<file path="src/rtl/ring_arb_pkg.sv">
// Shared types and helpers for the ring round-robin arbiter.
// Supports up to MAXN requesters; the top rejects larger N at elaboration.
package ring_arb_pkg;

    typedef enum logic {
        IDLE = 1'b0,
        OWN  = 1'b1
    } state_t;

    localparam int MAXN = 32;
    localparam int MAXW = 5;

    function automatic logic [31:0] onehot2idx(input logic [MAXN-1:0] oh);
        logic [31:0] idx;
        idx = '0;
        for (int i = 0; i < MAXN; i++) begin
            if (oh[i]) idx = idx | 32'(i);
        end
        return idx;
    endfunction

    // Search starts just after the token position and wraps, so the token holder is asked last.
    function automatic logic [MAXN-1:0] rot_pick(input logic [MAXN-1:0] req,
                                                 input logic [MAXN-1:0] token,
                                                 input int              n);
        logic [MAXN-1:0] res;
        logic            found;
        int              tidx;
        int              j;
        res   = '0;
        found = 1'b0;
        tidx  = 0;
        j     = 0;
        for (int i = 0; i < MAXN; i++) begin
            if (token[i]) tidx = i;
        end
        for (int k = 1; k <= MAXN; k++) begin
            if (k <= n) begin
                j = (tidx + k) % n;
                if (!found && req[j[MAXW-1:0]]) begin
                    res[j[MAXW-1:0]] = 1'b1;
                    found            = 1'b1;
                end
            end
        end
        return res;
    endfunction

endpackage

</file>
<file path="src/rtl/ring_arb_pick.sv">
// Combinational rotate-priority picker: lowest priority goes to the token holder.
module ring_arb_pick
    import ring_arb_pkg::*;
#(
    parameter int N = 4
) (
    input  logic [N-1:0] req,
    input  logic [N-1:0] token,
    output logic [N-1:0] pick_oh,
    output logic         pick_any
);

    assign pick_oh  = N'(rot_pick(MAXN'(req), MAXN'(token), N));
    assign pick_any = |pick_oh;

endmodule

</file>
<file path="src/rtl/ring_rr_arbiter.sv">
// Round-robin arbiter with a one-hot ring token marking the last grantee.
// Define RING_ARB_HOLD_LIMIT_EN to cap each ownership at MAX_HOLD cycles.
module ring_rr_arbiter
    import ring_arb_pkg::*;
#(
    parameter  int N        = 4,
    parameter  int MAX_HOLD = 8,
    localparam int IDXW     = $clog2(N)
) (
    input  logic            clk,
    input  logic            rst,
    input  logic [N-1:0]    req,
    output logic [N-1:0]    gnt,
    output logic            gnt_valid,
    output logic [IDXW-1:0] gnt_idx,
    output logic [N-1:0]    token
);

    if (N < 2 || N > MAXN || MAX_HOLD < 1) begin : g_bad_params
        $error("ring_rr_arbiter: N must be 2..%0d and MAX_HOLD >= 1", MAXN);
    end

    state_t       state_q, state_d;
    logic [N-1:0] gnt_d, token_d, pick_oh;
    logic         pick_any, repick, own_req, hold_hit;

    ring_arb_pick #(.N(N)) u_pick (
        .req      (req),
        .token    (token),
        .pick_oh  (pick_oh),
        .pick_any (pick_any)
    );

    // A requester owns the resource for as long as it keeps req high after
    // seeing its gnt bit; dropping req releases it at the next edge.
    assign own_req = |(req & gnt);

`ifdef RING_ARB_HOLD_LIMIT_EN
    localparam int HCW = $clog2(MAX_HOLD + 1);
    logic [HCW-1:0] hold_cnt;

    assign hold_hit = (hold_cnt == HCW'(MAX_HOLD - 1));

    always_ff @(posedge clk) begin
        if (rst) begin
            hold_cnt <= '0;
        end else if (repick) begin
            hold_cnt <= '0;
        end else if (state_q == OWN && hold_cnt != HCW'(MAX_HOLD)) begin
            hold_cnt <= hold_cnt + 1'b1;
        end
    end
`else
    assign hold_hit = 1'b0;
`endif

    always_comb begin
        state_d = state_q;
        gnt_d   = gnt;
        token_d = token;
        repick  = 1'b0;
        case (state_q)
            IDLE:    repick = pick_any;
            OWN:     repick = !own_req || hold_hit;
            default: repick = 1'b0;
        endcase
        // Token stays put on the way to IDLE so the next pick still rotates past the last owner.
        if (repick) begin
            if (pick_any) begin
                gnt_d   = pick_oh;
                token_d = pick_oh;
                state_d = OWN;
            end else begin
                gnt_d   = '0;
                state_d = IDLE;
            end
        end
    end

    always_ff @(posedge clk) begin
        if (rst) begin
            state_q   <= IDLE;
            gnt       <= '0;
            gnt_valid <= 1'b0;
            gnt_idx   <= '0;
            token     <= {1'b1, {(N-1){1'b0}}};
        end else begin
            state_q   <= state_d;
            gnt       <= gnt_d;
            gnt_valid <= |gnt_d;
            gnt_idx   <= IDXW'(onehot2idx(MAXN'(gnt_d)));
            token     <= token_d;
        end
    end

endmodule

</file>
<file path="config.mk">
export PLATFORM = sky130hd
export DESIGN_NAME = ring_rr_arbiter
export DESIGN_NICKNAME = d
export VERILOG_FILES = /design/src/rtl/ring_arb_pkg.sv /design/src/rtl/ring_arb_pick.sv /design/src/rtl/ring_rr_arbiter.sv
export SDC_FILE = /design/constraint.sdc
export NUM_CORES = 1
export LEC_CHECK = 0
export ABC_AREA = 1
export BUFFER_PORTS_ARGS = -buffer_cell sky130_fd_sc_hd__buf_2
export CAP_MARGIN = 20
export CELL_PAD_IN_SITES_DETAIL_PLACEMENT = 0
export CELL_PAD_IN_SITES_GLOBAL_PLACEMENT = 1
export CORE_UTILIZATION = 34
export DETAILED_ROUTE_END_ITERATION = 6
export HOLD_SLACK_MARGIN = 0.02
export PLACE_DENSITY_LB_ADDON = 0.3
export SLEW_MARGIN = 20
export SYNTH_ARGS = -nofsm -noshare
export SYNTH_HDL_FRONTEND = slang
export SYNTH_SLANG_ARGS = --single-unit
</file>
<file path="constraint.sdc">
create_clock -name clk -period 2.6 [get_ports clk]
set_clock_uncertainty 0.15 [all_clocks]
set_input_delay 0.78 -clock clk [delete_from_list [all_inputs] [get_ports clk]]
set_output_delay 0.78 -clock clk [all_outputs]
set_load 0.03 [all_outputs]
</file>
### After elaboration in Yosys (flattened, before gate mapping)

Cells that the tools add are included.

* magnitude comparators: 8
* $add $sub $neg: 4
* bitwise logic cells: 9
* muxes and demuxes: 33
* reduce and logical (&&, ||, !) cells: 19
* equality and inequality tests: 0
* divide/modulo/power cells: 0
* multipliers: 0
* shift-type cells: 0

Operators with widths (number)
* 32-bit by 3-bit adder with 32-bit output (second input constant): 2
* 32-bit two-way mux: 2
* 32-bit by 2-bit adder with 32-bit output (second input constant): 1
* 32-bit by 4-bit adder with 32-bit output (second input constant): 1
* 5-bit by 6-bit less-than comparator with 1-bit output (second input constant): 4
* 4-bit two-way mux: 6
* 5-bit by 1-bit >= comparator with 1-bit output (second input constant): 4
* 1-bit two-way mux: 14
* 1-bit binary-select mux with 3-bit select: 4
* 1-bit demux with 3-bit select: 4
* 4-bit bitwise OR: 3
* 4-bit OR reduction: 3
* 2-bit OR reduction: 4
* 1-bit logical AND: 7
* 1-bit bitwise AND: 4
* 4-bit bitwise AND: 1
* 1-bit logical NOT: 4
* 2-bit two-way mux: 2
* 1-bit one-hot mux with 2 select lines: 1
* 2-bit AND reduction: 1
* 1-bit NOT: 1

* logic and storage cells: 78
* bits in writable memories: 0
* latch bits: 0
* flip-flop bits (word level): 12
* input bits: 6
* output and inout port bits: 11
* ROM bits: 0
* memories kept: 0

### Logic depth before layout (Yosys ltp)

* depth in word-level cells: 24
* depth in mapped cells: 20
* gate-level depth less buffers: 20

### Hierarchy

Synthesis repeated with hierarchy kept, for this count alone.

* cells, all modules: 143
* area total of the unflattened synthesis: 1038.5 sq um

By module, submodules not included
* ring_arb_pick: sequential area each 0.0 sq um, cells each 82, instances 1, area each 573.0 sq um
* ring_rr_arbiter: sequential area each 240.2 sq um, cells each 61, instances 1, area each 465.4 sq um

### Worst setup path after synthesis

Ideal clock, no wire load.

* kind: reg2reg
* from: reg token[3]
* to: reg gnt_valid
* data arrival time: 2.417 ns
* data required time: 2.336 ns
* setup time: 0.114 ns
* stages on the path, launching flop included: 19
* setup slack: -0.081 ns
* period minus slack after synthesis: 2.681 ns
* path buffers: 0
* path through: dfxtp_1 inv_2 nand2_4 inv_1 ha_1 inv_1 nand3_2 nand2_4 nor2_8 nand3_1 nand3_1 nor2_2 nand2_2 nand2_4 nor2_2 a21oi_2 nand2_1 nand2_1 nand2_1

* longest elaborated chain between the ends: 20
* elaborated cells on any way between the ends: 62
* classes of those cells: add/sub: 4; order compare: 8; mux: 27; bitwise: 7; reduce/logical: 16

Ends and longest elaborated chain
* start: declaration: line ring_rr_arbiter.sv:16 `output logic [N-1:0] token`
* start signal: assignment: line ring_rr_arbiter.sv:86 `token <= {1'b1, {(N-1){1'b0}}};`
* start signal: assignment: line ring_rr_arbiter.sv:92 `token <= token_d;`
* 32-bit two-way mux *: line ring_arb_pkg.sv:35 `if (token[i]) tidx = i;`
* parallel branches: the longest is 14 deep, another holds 32-bit by 2-bit adder with 32-bit output
* 4-bit two-way mux *: line ring_arb_pkg.sv:40 `if (!found && req[j[MAXW-1:0]]) begin`
* 4-bit OR reduction: line ring_arb_pick.sv:14 `assign pick_any = |pick_oh;`
* 1-bit one-hot mux with 2 select lines or 4-bit two-way mux (tied branches): line ring_rr_arbiter.sv:62, ring_rr_arbiter.sv:69
* 4-bit two-way mux *: line ring_rr_arbiter.sv:68 `if (repick) begin`
* 4-bit OR reduction *: line ring_rr_arbiter.sv:90 `gnt_valid <= |gnt_d;`
* end signal: assignment: line ring_rr_arbiter.sv:90
* end: declaration: line ring_rr_arbiter.sv:14 `output logic gnt_valid,`

Every way passes the cells marked *. The select of a mux whose other input is x is not followed.
A chain may end at the register's enable or synchronous reset.

### Worst setup path in the final report

* from: reg token[2]
* to: reg gnt_valid

* longest elaborated chain between the ends: 21
* elaborated cells on any way between the ends: 63
* classes of those cells: add/sub: 4; order compare: 8; mux: 28; bitwise: 7; reduce/logical: 16

Ends and longest elaborated chain (line)
* 32-bit two-way mux * (2 in series): ring_arb_pkg.sv:35
* parallel branches: the longest is 14 deep, another holds 32-bit by 2-bit adder with 32-bit output
* 4-bit two-way mux *: ring_arb_pkg.sv:40
* 4-bit OR reduction: ring_arb_pick.sv:14
* 1-bit one-hot mux with 2 select lines or 4-bit two-way mux (tied branches): ring_rr_arbiter.sv:62, ring_rr_arbiter.sv:69
* 4-bit two-way mux *: ring_rr_arbiter.sv:68
* 4-bit OR reduction *: ring_rr_arbiter.sv:90

Marks and branches as above.

==> flow_summary.json <==
{
  "outcome": "finished, final reports clean",
  "placed_area_um2": 1140,
  "synth-edff-count": 0,
  "wire_per_inst_um": 11.2,
  "io_pins": 17,
  "critPathBufInv": 3,
  "min_from": "token[0]",
  "drv_cap": 0,
  "grt_max_degree": 11,
  "cp_slowest_cell": "dfxtp_4",
  "slew_violations": 0,
  "insertion_delay_ns": 0.27,
  "yosysWarnings": 0,
  "hold_buffers": 0,
  "grt_pass1_vias": 924,
  "rr_worst_depth": 18,
  "vias": 970,
  "drt.antenna.violating_nets": 0,
  "synthArstFlopShare": 0,
  "grt_pass1_wl_mm": 3.84,
  "start_kind": "register",
  "synth-main-ff-cell": "dfxtp_1",
  "diodes": 0,
  "die_h_um": 55.1,
  "finalCriticalPeriod_ns": 2.42,
  "drt_iter0_drc": 9,
  "critical-path-top-delay-family": "simple AND/OR/NAND/NOR gates",
  "numCtsBuffers": 3,
  "setup_viol_count_final": 0,
  "end_kind": "register",
  "synth_cells": 141,
  "synth.top_cells.by_area": "dfxtp_1 (25%), nand3_1 (14%), nand2_1 (13%), ha_1 (9.1%), inv_1 (7.4%)",
  "drc": 0,
  "syn_nets": 154,
  "initial_core_util": 0.374,
  "holdPathEnd": "token[0]",
  "die_w_um": 55.1,
  "viasPerCell": 4.78,
  "timing.final.hold_violations": 0,
  "dpl.hpwl_mm": 1.81,
  "clk_pin_slew_worst_paths_ns": 0.07,
  "final_area_um2": 1310,
  "nNetsFinal": 187,
  "cpMostUsedCell": "nand2_4",
  "cts_sinks": 12,
  "cp.arrival_ns": 2.45,
  "port-buffer-count": 16,
  "cpPeakStageDelay_ns": 0.36,
  "routed_wl_mm": 2.28,
  "r2r_start": "token[2]",
  "slew_headroom": 0.824,
  "first_pass_iters": 4,
  "min_path_type": "register to register",
  "track_usage": 0.178,
  "die_area_um2": 3040,
  "tightest_slew_ns": 0.264,
  "ctsHtreeMaxLevel": 1,
  "tritoncts": "built",
  "reg2reg_slack_ns": 0.18,
  "ys_types": 18,
  "synthToLayoutAreaGrowth_pct": 36.1,
  "rows": 18,
  "yosysSeqAreaShare": 0.250,
  "grt_antenna_before_repair": 0,
  "drive_gt1_frac": 0.434,
  "nFillCells": 267,
  "synth_area_per_cell_um2": 6.81,
  "worstPathRequired_ns": 2.63,
  "ys_seq_elements": 12,
  "crit_fanout": 8,
  "fmax_mhz": 413,
  "synth_top_area_cell": "dfxtp_1",
  "worstPathCellList": "inv_2 -> nand2_4 -> nand2_4 -> inv_1 -> ha_4 -> inv_2 -> nand3_2 -> nand2_4 -> nor2_8 -> nand3_1 -> nand3_2 -> nor2_4 -> nand3_1 -> nand2_4 -> a21oi_4 -> nand2_1 -> nand2_2 -> nand2_1",
  "critPathKind": "register to register",
  "grt_overflow": 0,
  "hold_depth": 2,
  "gp_congestion": 0.771,
  "period_share": 0.931,
  "synth_top_area_frac": 0.250,
  "core-area_um2": 2570,
  "synth_most_common_cell": "nand2_1",
  "syn_area_um2": 960,
  "cts_max_path_buffers": 2,
  "root_buffer": "clkbuf_4",
  "synthTopCellsByCount": "nand2_1 (33), nand3_1 (27), inv_1 (19), dfxtp_1 (12), ha_1 (7)",
  "r2r-end": "gnt_valid"
}
worst reg2reg max path, delay by kind of cell, from the launching register on:
| family | cells | cell delay [ns] |
|---|---|---|
| buffers and inverters | 3 | 0.17 |
| DFF | 1 | 0.36 |
| AOI/OAI and AO/OA | 1 | 0.16 |
| adders and majority gates | 1 | 0.29 |
| and+or+nand+nor | 13 | 1.17 |
cells in the final DEF (no fill, tap or decap), types with 2 or more instances in the layout:
cell type | synthesis | layout
a21oi_4 | 0 | 2
clkbuf_4 | 0 | 3
inv_1 | 19 | 18
buf_4 | 0 | 12
ha_1 | 7 | 6
a21oi_1 | 5 | 5
nor2_4 | 1 | 3
nand2_4 | 4 | 6
nand2_1 | 33 | 31
dfxtp_1 | 12 | 9
nand3_1 | 27 | 22
nand2_2 | 6 | 6
inv_2 | 4 | 5
a21oi_2 | 4 | 2
nor2_2 | 4 | 3
nand3_2 | 5 | 10
dfxtp_2 | 0 | 2
buf_2 | 0 | 16
nor2_1 | 6 | 5
flip-flops by register name, summed over array words and instances (netlist names):
signal     count
gnt            4
token          4
gnt_idx        2
gnt_valid      1
state_q        1
cell families (layout without fill, tap and decap cells):
kind of cell               count (synthesis)  count (layout)  share of synthesized area
AOI/OAI and AO/OA                         10              10                     0.0678
DFF                                       12              12                      0.250
and+or+nand+nor                           88              88                      0.497
adders and majority gates                  7               7                     0.0913
buffers and inverters                     24              56                     0.0939
routing by layer:
layer,vias to the layer above,wire (um),global-route usage
met3,4,59,0.0355
met1,442,1130,0.232
met4,0,39,0.0625
met2,13,1060,0.287
met5,-,0,0
li1,511,-,-
area by class of cell:
class,count,area [um^2],area share
Timing Repair Buffer,29,190,0.146
Inverter,23,86.3,0.0661
Tap cell,30,37.5,0.0287
Clock buffer,4,36.3,0.0278
Sequential cell,12,246,0.189
Multi-Input combinational cell,105,709,0.543
timing repair:
action                                 CTS  global route
pin swaps                                2             9
buffers inserted                         1             4
setup endpoints to repair                1            11
endpoints found under the hold margin    0             0
gates resized for setup                  0            17
per-stage QoR:
stage / std cells / hold WS, ns / util / setup WS [ns] / TNS [ns]
final: 203 / 0.314 / 0.509 / 0.178 / 0
after global routing: 203 / 0.335 / 0.509 / -0.000361 / -0.000361
after CTS: 199 / 0.317 / 0.460 / 0.0122 / 0
after detailed placement: 194 / 0.306 / 0.443 / -0.0776 / -0.146
after global placement: 194 / 0.303 / 0.443 / -0.0577 / -0.104
after floorplan: 141 / 0.393 / - / 0.0712 / 0
worst max-delay path by stage:
stage,start,endpoint,slack (ns),depth (start not counted)
2_1_floorplan,token[3],gnt_valid,0.07,18
3_3_place_gp,req[3],gnt_valid,-0.06,15
3_5_place_dp,req[1],gnt_valid,-0.08,15
4_1_cts,token[2],gnt_valid,0.01,18
5_1_grt,token[2],gnt_valid,-0.0004,18
6_report,token[2],gnt_valid,0.18,18
Power is not shown: default switching activity piles up to over one toggle a cycle in this logic, so the estimate is an artifact.
